$ cat src/rtl/ddc_mix_cic.sv
// Mixer plus 3-stage CIC decimator (R = 2^rlog2) for the DDC front end.
// Define DDC_MIX_CIC_ROUND_EN for round-half-up output; default truncates.
module ddc_mix_cic #(
    parameter int adw   = 14,
    parameter int mpr   = 13,
    parameter int rlog2 = 6,
    parameter int odw   = 16
) (
    input  logic                  clk,
    input  logic                  reset,
    input  logic                  clken,
    input  logic signed [adw-1:0] adc_i,
    input  logic signed [mpr-1:0] nco_i,
    input  logic                  in_valid,
    output logic signed [odw-1:0] bb_o,
    output logic                  out_valid
);

    localparam int pw = adw + mpr;
    localparam int mw = adw + mpr - 1;
    localparam int aw = mw + 3 * rlog2;
    localparam int sh = aw - odw;

    logic signed [pw-1:0]  prod;
    logic signed [mw-1:0]  p;
    logic signed [mw-1:0]  mix_r;
    logic signed [aw-1:0]  mix_x;
    logic signed [aw-1:0]  i1, i2, i3;
    logic signed [aw-1:0]  c1, c2;
    logic signed [aw-1:0]  d1, d2, d3;
    logic signed [aw-1:0]  c3_n;
    logic signed [odw-1:0] bb_n;
    logic [rlog2-1:0]      dcnt;
    logic                  accept;
    logic                  tick;
    logic                  vld_r;

    assign prod = pw'(adc_i) * pw'(nco_i);

    // Only (-max)*(-max) lands outside mw bits; clamp it to +max.
    always_comb begin
        p = prod[mw-1:0];
        if (prod[mw] ^ prod[mw-1]) begin
            p = {1'b0, {(mw-1){1'b1}}};
        end
    end

    assign mix_x  = {{(aw-mw){mix_r[mw-1]}}, mix_r};
    assign accept = clken & in_valid;
    assign tick   = accept & (&dcnt);
    assign c3_n   = c2 - d3;

`ifdef DDC_MIX_CIC_ROUND_EN
    logic signed [aw-1:0] rnd;

    assign rnd = c3_n + (aw'(1) << (sh - 1));

    always_comb begin
        bb_n = odw'(rnd >>> sh);
        if (!c3_n[aw-1] && rnd[aw-1]) begin
            bb_n = {1'b0, {(odw-1){1'b1}}};
        end
    end
`else
    always_comb begin
        bb_n = odw'(c3_n >>> sh);
    end
`endif

    always_ff @(posedge clk) begin
        if (reset) begin
            mix_r <= '0;
            i1    <= '0;
            i2    <= '0;
            i3    <= '0;
            c1    <= '0;
            c2    <= '0;
            d1    <= '0;
            d2    <= '0;
            d3    <= '0;
            dcnt  <= '0;
            bb_o  <= '0;
            vld_r <= 1'b0;
        end else begin
            if (accept) begin
                mix_r <= p;
                i1    <= i1 + mix_x;
                i2    <= i2 + i1;
                i3    <= i3 + i2;
                dcnt  <= dcnt + rlog2'(1);
            end
            // Comb stages read registered predecessors, so C3 lags two ticks.
            if (tick) begin
                c1   <= i3 - d1;
                d1   <= i3;
                c2   <= c1 - d2;
                d2   <= c1;
                d3   <= c2;
                bb_o <= bb_n;
            end
            if (clken) begin
                vld_r <= tick;
            end
        end
    end

    assign out_valid = vld_r & clken & ~reset;

endmodule
$ cat config.mk
export PLATFORM = sky130hd
export DESIGN_NAME = ddc_mix_cic
export DESIGN_NICKNAME = d
export VERILOG_FILES = /design/src/rtl/ddc_mix_cic.sv
export SDC_FILE = /design/constraint.sdc
export NUM_CORES = 2
export LEC_CHECK = 0
export CAP_MARGIN = 20
export CORE_UTILIZATION = 59
export CTS_CLUSTER_DIAMETER = 40
export DETAILED_ROUTE_END_ITERATION = 12
export PLACE_DENSITY = 0.83
export SLEW_MARGIN = 20
export SYNTH_ARGS = -nofsm -noshare
export SYNTH_HDL_FRONTEND = slang
export SYNTH_SLANG_ARGS = --single-unit
$ cat constraint.sdc
create_clock -name clk -period 8 [get_ports clk]
set_input_delay 0.8 -clock clk [delete_from_list [all_inputs] [get_ports clk]]
set_output_delay 0.8 -clock clk [all_outputs]
set_load 0.02 [all_outputs]
==> impl_results.rst <==
.. list-table::
   :header-rows: 1

   * - Metric
     - Value
   * - Delay contributed by the slowest stage of the critical path
     - 0.54 ns
   * - Number of synthesized flops with an enable pin
     - 0
   * - Synth warn
     - 0
   * - Antenna violations before repair
     - 0
   * - Leakage power total
     - between 15 and 20 nW
   * - Total of hold buffers inserted after clock tree synthesis
     - 0
   * - Internal power summed over all cells
     - around 0.0059 W
   * - Remaining antenna violation count after routing
     - 0
   * - Clk sink count
     - between 400 and 500
   * - Worst path slowest cell
     - sky130_fd_sc_hd__fa_1
   * - Fraction of power consumed by the clock network
     - 23.8%
   * - Layout cell share with drive strength beyond 1
     - 4.36%
   * - Count of port buffers added during placement
     - 47
   * - Global-route usage over all layers
     - between 20% and 30%
   * - Largest net degree at the start of global routing
     - slightly above 200
   * - Mapped Nets
     - 4709
   * - Worst path arrival time
     - a little under 8 ns
   * - Site row count
     - between 80 and 90
   * - Maximum level of the CTS H-tree
     - 2
   * - Setup violation total in the final timing report
     - 0
   * - Worst Hold Endpoint
     - bb_o[0]
   * - Final design instance area without fill
     - approximately 0.036 mm^2
   * - TritonCTS clock tree
     - done
   * - Setup crit end kind
     - flop
   * - WL final
     - 75100 um
   * - Synth area leaders
     - sky130_fd_sc_hd__dfxtp_1, sky130_fd_sc_hd__ha_1, sky130_fd_sc_hd__fa_1
   * - Vias in the first global route
     - between 20000 and 30000
   * - Run status
     - complete, no violations
   * - Net Sw Frac
     - roughly 41%
   * - Type of the worst setup path
     - input port to flop
   * - Required time at the worst-slack endpoint
     - between 8 and 9 ns
   * - Flip-flop cell with the highest count after synthesis
     - sky130_fd_sc_hd__dfxtp_1
   * - Multiplexer area fraction after synthesis
     - less than 1%
   * - Critical R2R Capture
     - i1[40]
   * - Post-CTS setup-driven buffer insertion count
     - 0
   * - Setup repair after global routing missed its margin
     - false
   * - Most common cell in the synthesized netlist
     - sky130_fd_sc_hd__nand2_1
   * - First-pass iteration count of the detailed router
     - 5
   * - Die width
     - roughly 240 um
   * - Cell variety after synth
     - 77
   * - Worst IR drop on VDD
     - 720 uV
   * - Part of the power in combinational logic
     - a little over half
   * - Initial core utilization
     - ~60%
   * - Net switching power figure
     - between 0.004 and 0.005 W
   * - Post-Syn Area
     - between 0.03 and 0.04 mm^2
   * - First-pass GRT wire length
     - 127000 um
   * - Highest clock rate
     - ~130 MHz
   * - Overall die area
     - 0.0565 mm^2
   * - Worst-skew pair later-pin latency
     - slightly above 0.6 ns
   * - Critical Path Start Type
     - input port
   * - DR vias/cell
     - 5.68
   * - Top cell type's share of synthesized area
     - between 20% and 30%
   * - Number of pins with negative max-slew slack in the final report
     - 0
   * - Half-perimeter wire length of the detailed placement result
     - 55200 um
   * - Sequential power share
     - 21.3%
   * - Area delta synth->final
     - 9.25%
   * - Number of cells on the worst reg-to-reg path
     - 14
   * - Met3 global-route usage
     - around 3.2%
   * - Crit share post-route
     - 94.0%
   * - Flip-flop and latch count after synthesis
     - between 400 and 500
   * - Worst min-delay path category
     - flop to flop
   * - Hold Crit Start
     - bb_o[0]
   * - Post-synthesis xor/xnor area fraction
     - between 5 and 6%
   * - Compound-gate portion of the synthesized area
     - between 20% and 30%
   * - Setup clock skew after layout
     - 0.0266 ns
   * - Number of violations of the max-capacitance limit
     - 0
   * - Slew of the pin with the lowest slew margin
     - ~1.1 ns
   * - Main combinational cell family by area after synthesis
     - adder cells
   * - Simple-Gate Fraction of Synth Area
     - a little under a fifth
   * - Average footprint of a synthesized cell
     - 7.86 um^2
   * - Critical path fanouts, max
     - 16
   * - DRT iter0 DRCs
     - about 1600
   * - Slew HR
     - between 20 and 30%
   * - Number of CTS-inserted buffers
     - between 50 and 60
   * - Minimum clock period after layout
     - between 7 and 8 ns
   * - Final weighted congestion in routability-driven placement
     - a little over 0.9
   * - I/O pin cnt
     - between 40 and 50
   * - CTS clk-pin slew, worst paths
     - 0.06 ns
   * - Sequential share of the synthesized area
     - around 24%
   * - Detailed-route DRC error count
     - 0
   * - Antenna cell count
     - 0
   * - Adder and majority gate portion of the synthesized area
     - a little under a quarter
   * - Power per unit of standard cell area
     - roughly 280 mW/mm^2
   * - Sum of overflow across all layers after global routing
     - 0
   * - Global route hottest layer
     - met2
   * - Most used standard cells in the synthesized netlist
     - sky130_fd_sc_hd__nand2_1, sky130_fd_sc_hd__a21oi_1, sky130_fd_sc_hd__dfxtp_1, sky130_fd_sc_hd__inv_1, sky130_fd_sc_hd__ha_1
   * - Die Span Y
     - between 200 and 250 um
   * - Count of cells resized by post-cts repair
     - 0
   * - Register-to-register path setup slack
     - slightly above 4 ns
   * - Placed Instance Area
     - around 0.034 mm^2
   * - NumNets Final
     - approximately 4700
   * - Most repeated library cell on the critical path
     - sky130_fd_sc_hd__ha_1
   * - Area inside the core boundary
     - between 0.05 and 0.06 mm^2
   * - Buffer depth of the longest clock path
     - 3
   * - Routed WL per cell
     - about 15 um
   * - Cell taking the most area after synthesis
     - sky130_fd_sc_hd__dfxtp_1
   * - Met2 usage
     - 49.1%
   * - Hold violation count in the final report
     - 0
   * - Setup TNS
     - 0 ns
   * - RR Startpoint
     - mix_r[0]
   * - Gate count after technology mapping
     - ~4200
   * - Hold-critical path depth
     - 2
   * - FFs w/ async S/R, synth
     - 0%
   * - Vias post-DR
     - 28100
   * - Root Buffer
     - sky130_fd_sc_hd__clkbuf_16
   * - Met1 usage in global routing
     - a little under a third
[flip-flops by register name, indices dropped and copies added (netlist names)]
| signal | cells |
|---|---|
| vld_r | 1 |
| i3 | 44 |
| mix_r | 26 |
| d2 | 44 |
| i1 | 44 |
| c2 | 44 |
| i2 | 44 |
| dcnt | 6 |
| d3 | 44 |
| d1 | 44 |
| bb_o | 16 |
| c1 | 44 |
[layout make-up]
| type | instances | area [um^2] |
|---|---|---|
| well taps | 748 | 936 |
| multi-input cells | 3226 | 22800 |
| clock buffers | 68 | 1480 |
| inverters | 365 | 1370 |
| flip-flops and latches | 401 | 8030 |
| repair buffers | 104 | 928 |
| clock inverters | 33 | 343 |
| fillers | 4484 | 19100 |
[layer usage]
metal | vias up | routed length [um]
met5 | - | 0
met4 | 0 | 2620
met3 | 160 | 2760
met2 | 552 | 38200
met1 | 13200 | 31600
li1 | 14200 | -
[metrics by stage]
stage          worst slack (ns)  util (%)  power [W]  hold slack, ns  cells
2_1_floorplan             0.177         -    0.00612           0.436   4172
5_1_grt                   0.157      65.2     0.0108           0.464   4945
3_3_place_gp              0.117      61.9    0.00750           0.434   4844
6_report                  0.477      65.2     0.0101           0.448   4945
4_1_cts                   0.532      65.2     0.0101           0.452   4945
3_5_place_dp             -0.108      61.9    0.00768           0.443   4844
[how the worst max path moves through the flow]
stage,startpoint,depth (start not counted),end
2_1_floorplan,adc_i[5],31,mix_r[13]
3_3_place_gp,nco_i[3],31,mix_r[11]
3_5_place_dp,nco_i[3],31,mix_r[10]
4_1_cts,nco_i[3],31,mix_r[8]
5_1_grt,nco_i[2],31,mix_r[7]
6_report,nco_i[3],31,mix_r[8]
[kinds of logic (layout without fill, tap and decap cells)]
group                      count (synthesis)  in the layout
and+or+nand+nor                         1357           1357
AOI/OAI and AO/OA                       1141           1141
buffers and inverters                    545            570
adders and majority gates                506            506
DFF                                      401            401
xor gates and xnor gates                 218            218
muxes                                      4              4
[worst max-delay path: cells and delay by family]
family	cells	cell delay, ns
compound gates	9	1.87
xor+xnor	1	0.15
buf+inv	7	1.05
fa+ha+maj	9	3.40
simple gates	5	0.67
[power groups by stage]
| stage | clock network (W) | logic [W] | registers (W) |
|---|---|---|---|
| global route | 0.00252 | 0.00617 | 0.00215 |
| finish | 0.00240 | 0.00554 | 0.00215 |
| CTS | 0.00243 | 0.00553 | 0.00215 |
| detailed placement | 0 | 0.00549 | 0.00219 |
| floorplan | 0 | 0.00397 | 0.00215 |
| global placement | 0 | 0.00531 | 0.00219 |
[layout by cell type, fill, tap and decap left out, drive strengths merged, types with 9 or more instances in the layout]
cell and n:
fa 178, nor2b 44, inv 373, xor2 80, nor2 205, nand4 26, nand3 54, a22o 22
nand2 764, a221oi 9, o21a 30, xnor2 138, o21ai 165, o31ai 15, or3 17, a21o 152
and2 94, nor3 41, clkbuf 68, clkinv 16, and3 25, a21boi 12, o211ai 18, dfxtp 401
a21oi 497, buf 58, a211oi 38, o22ai 21, nand2b 34, clkdlybuf4s50 46, o21bai 39, ha 328
a31oi 40, or2 12
(Power assumes the default switching activity.)
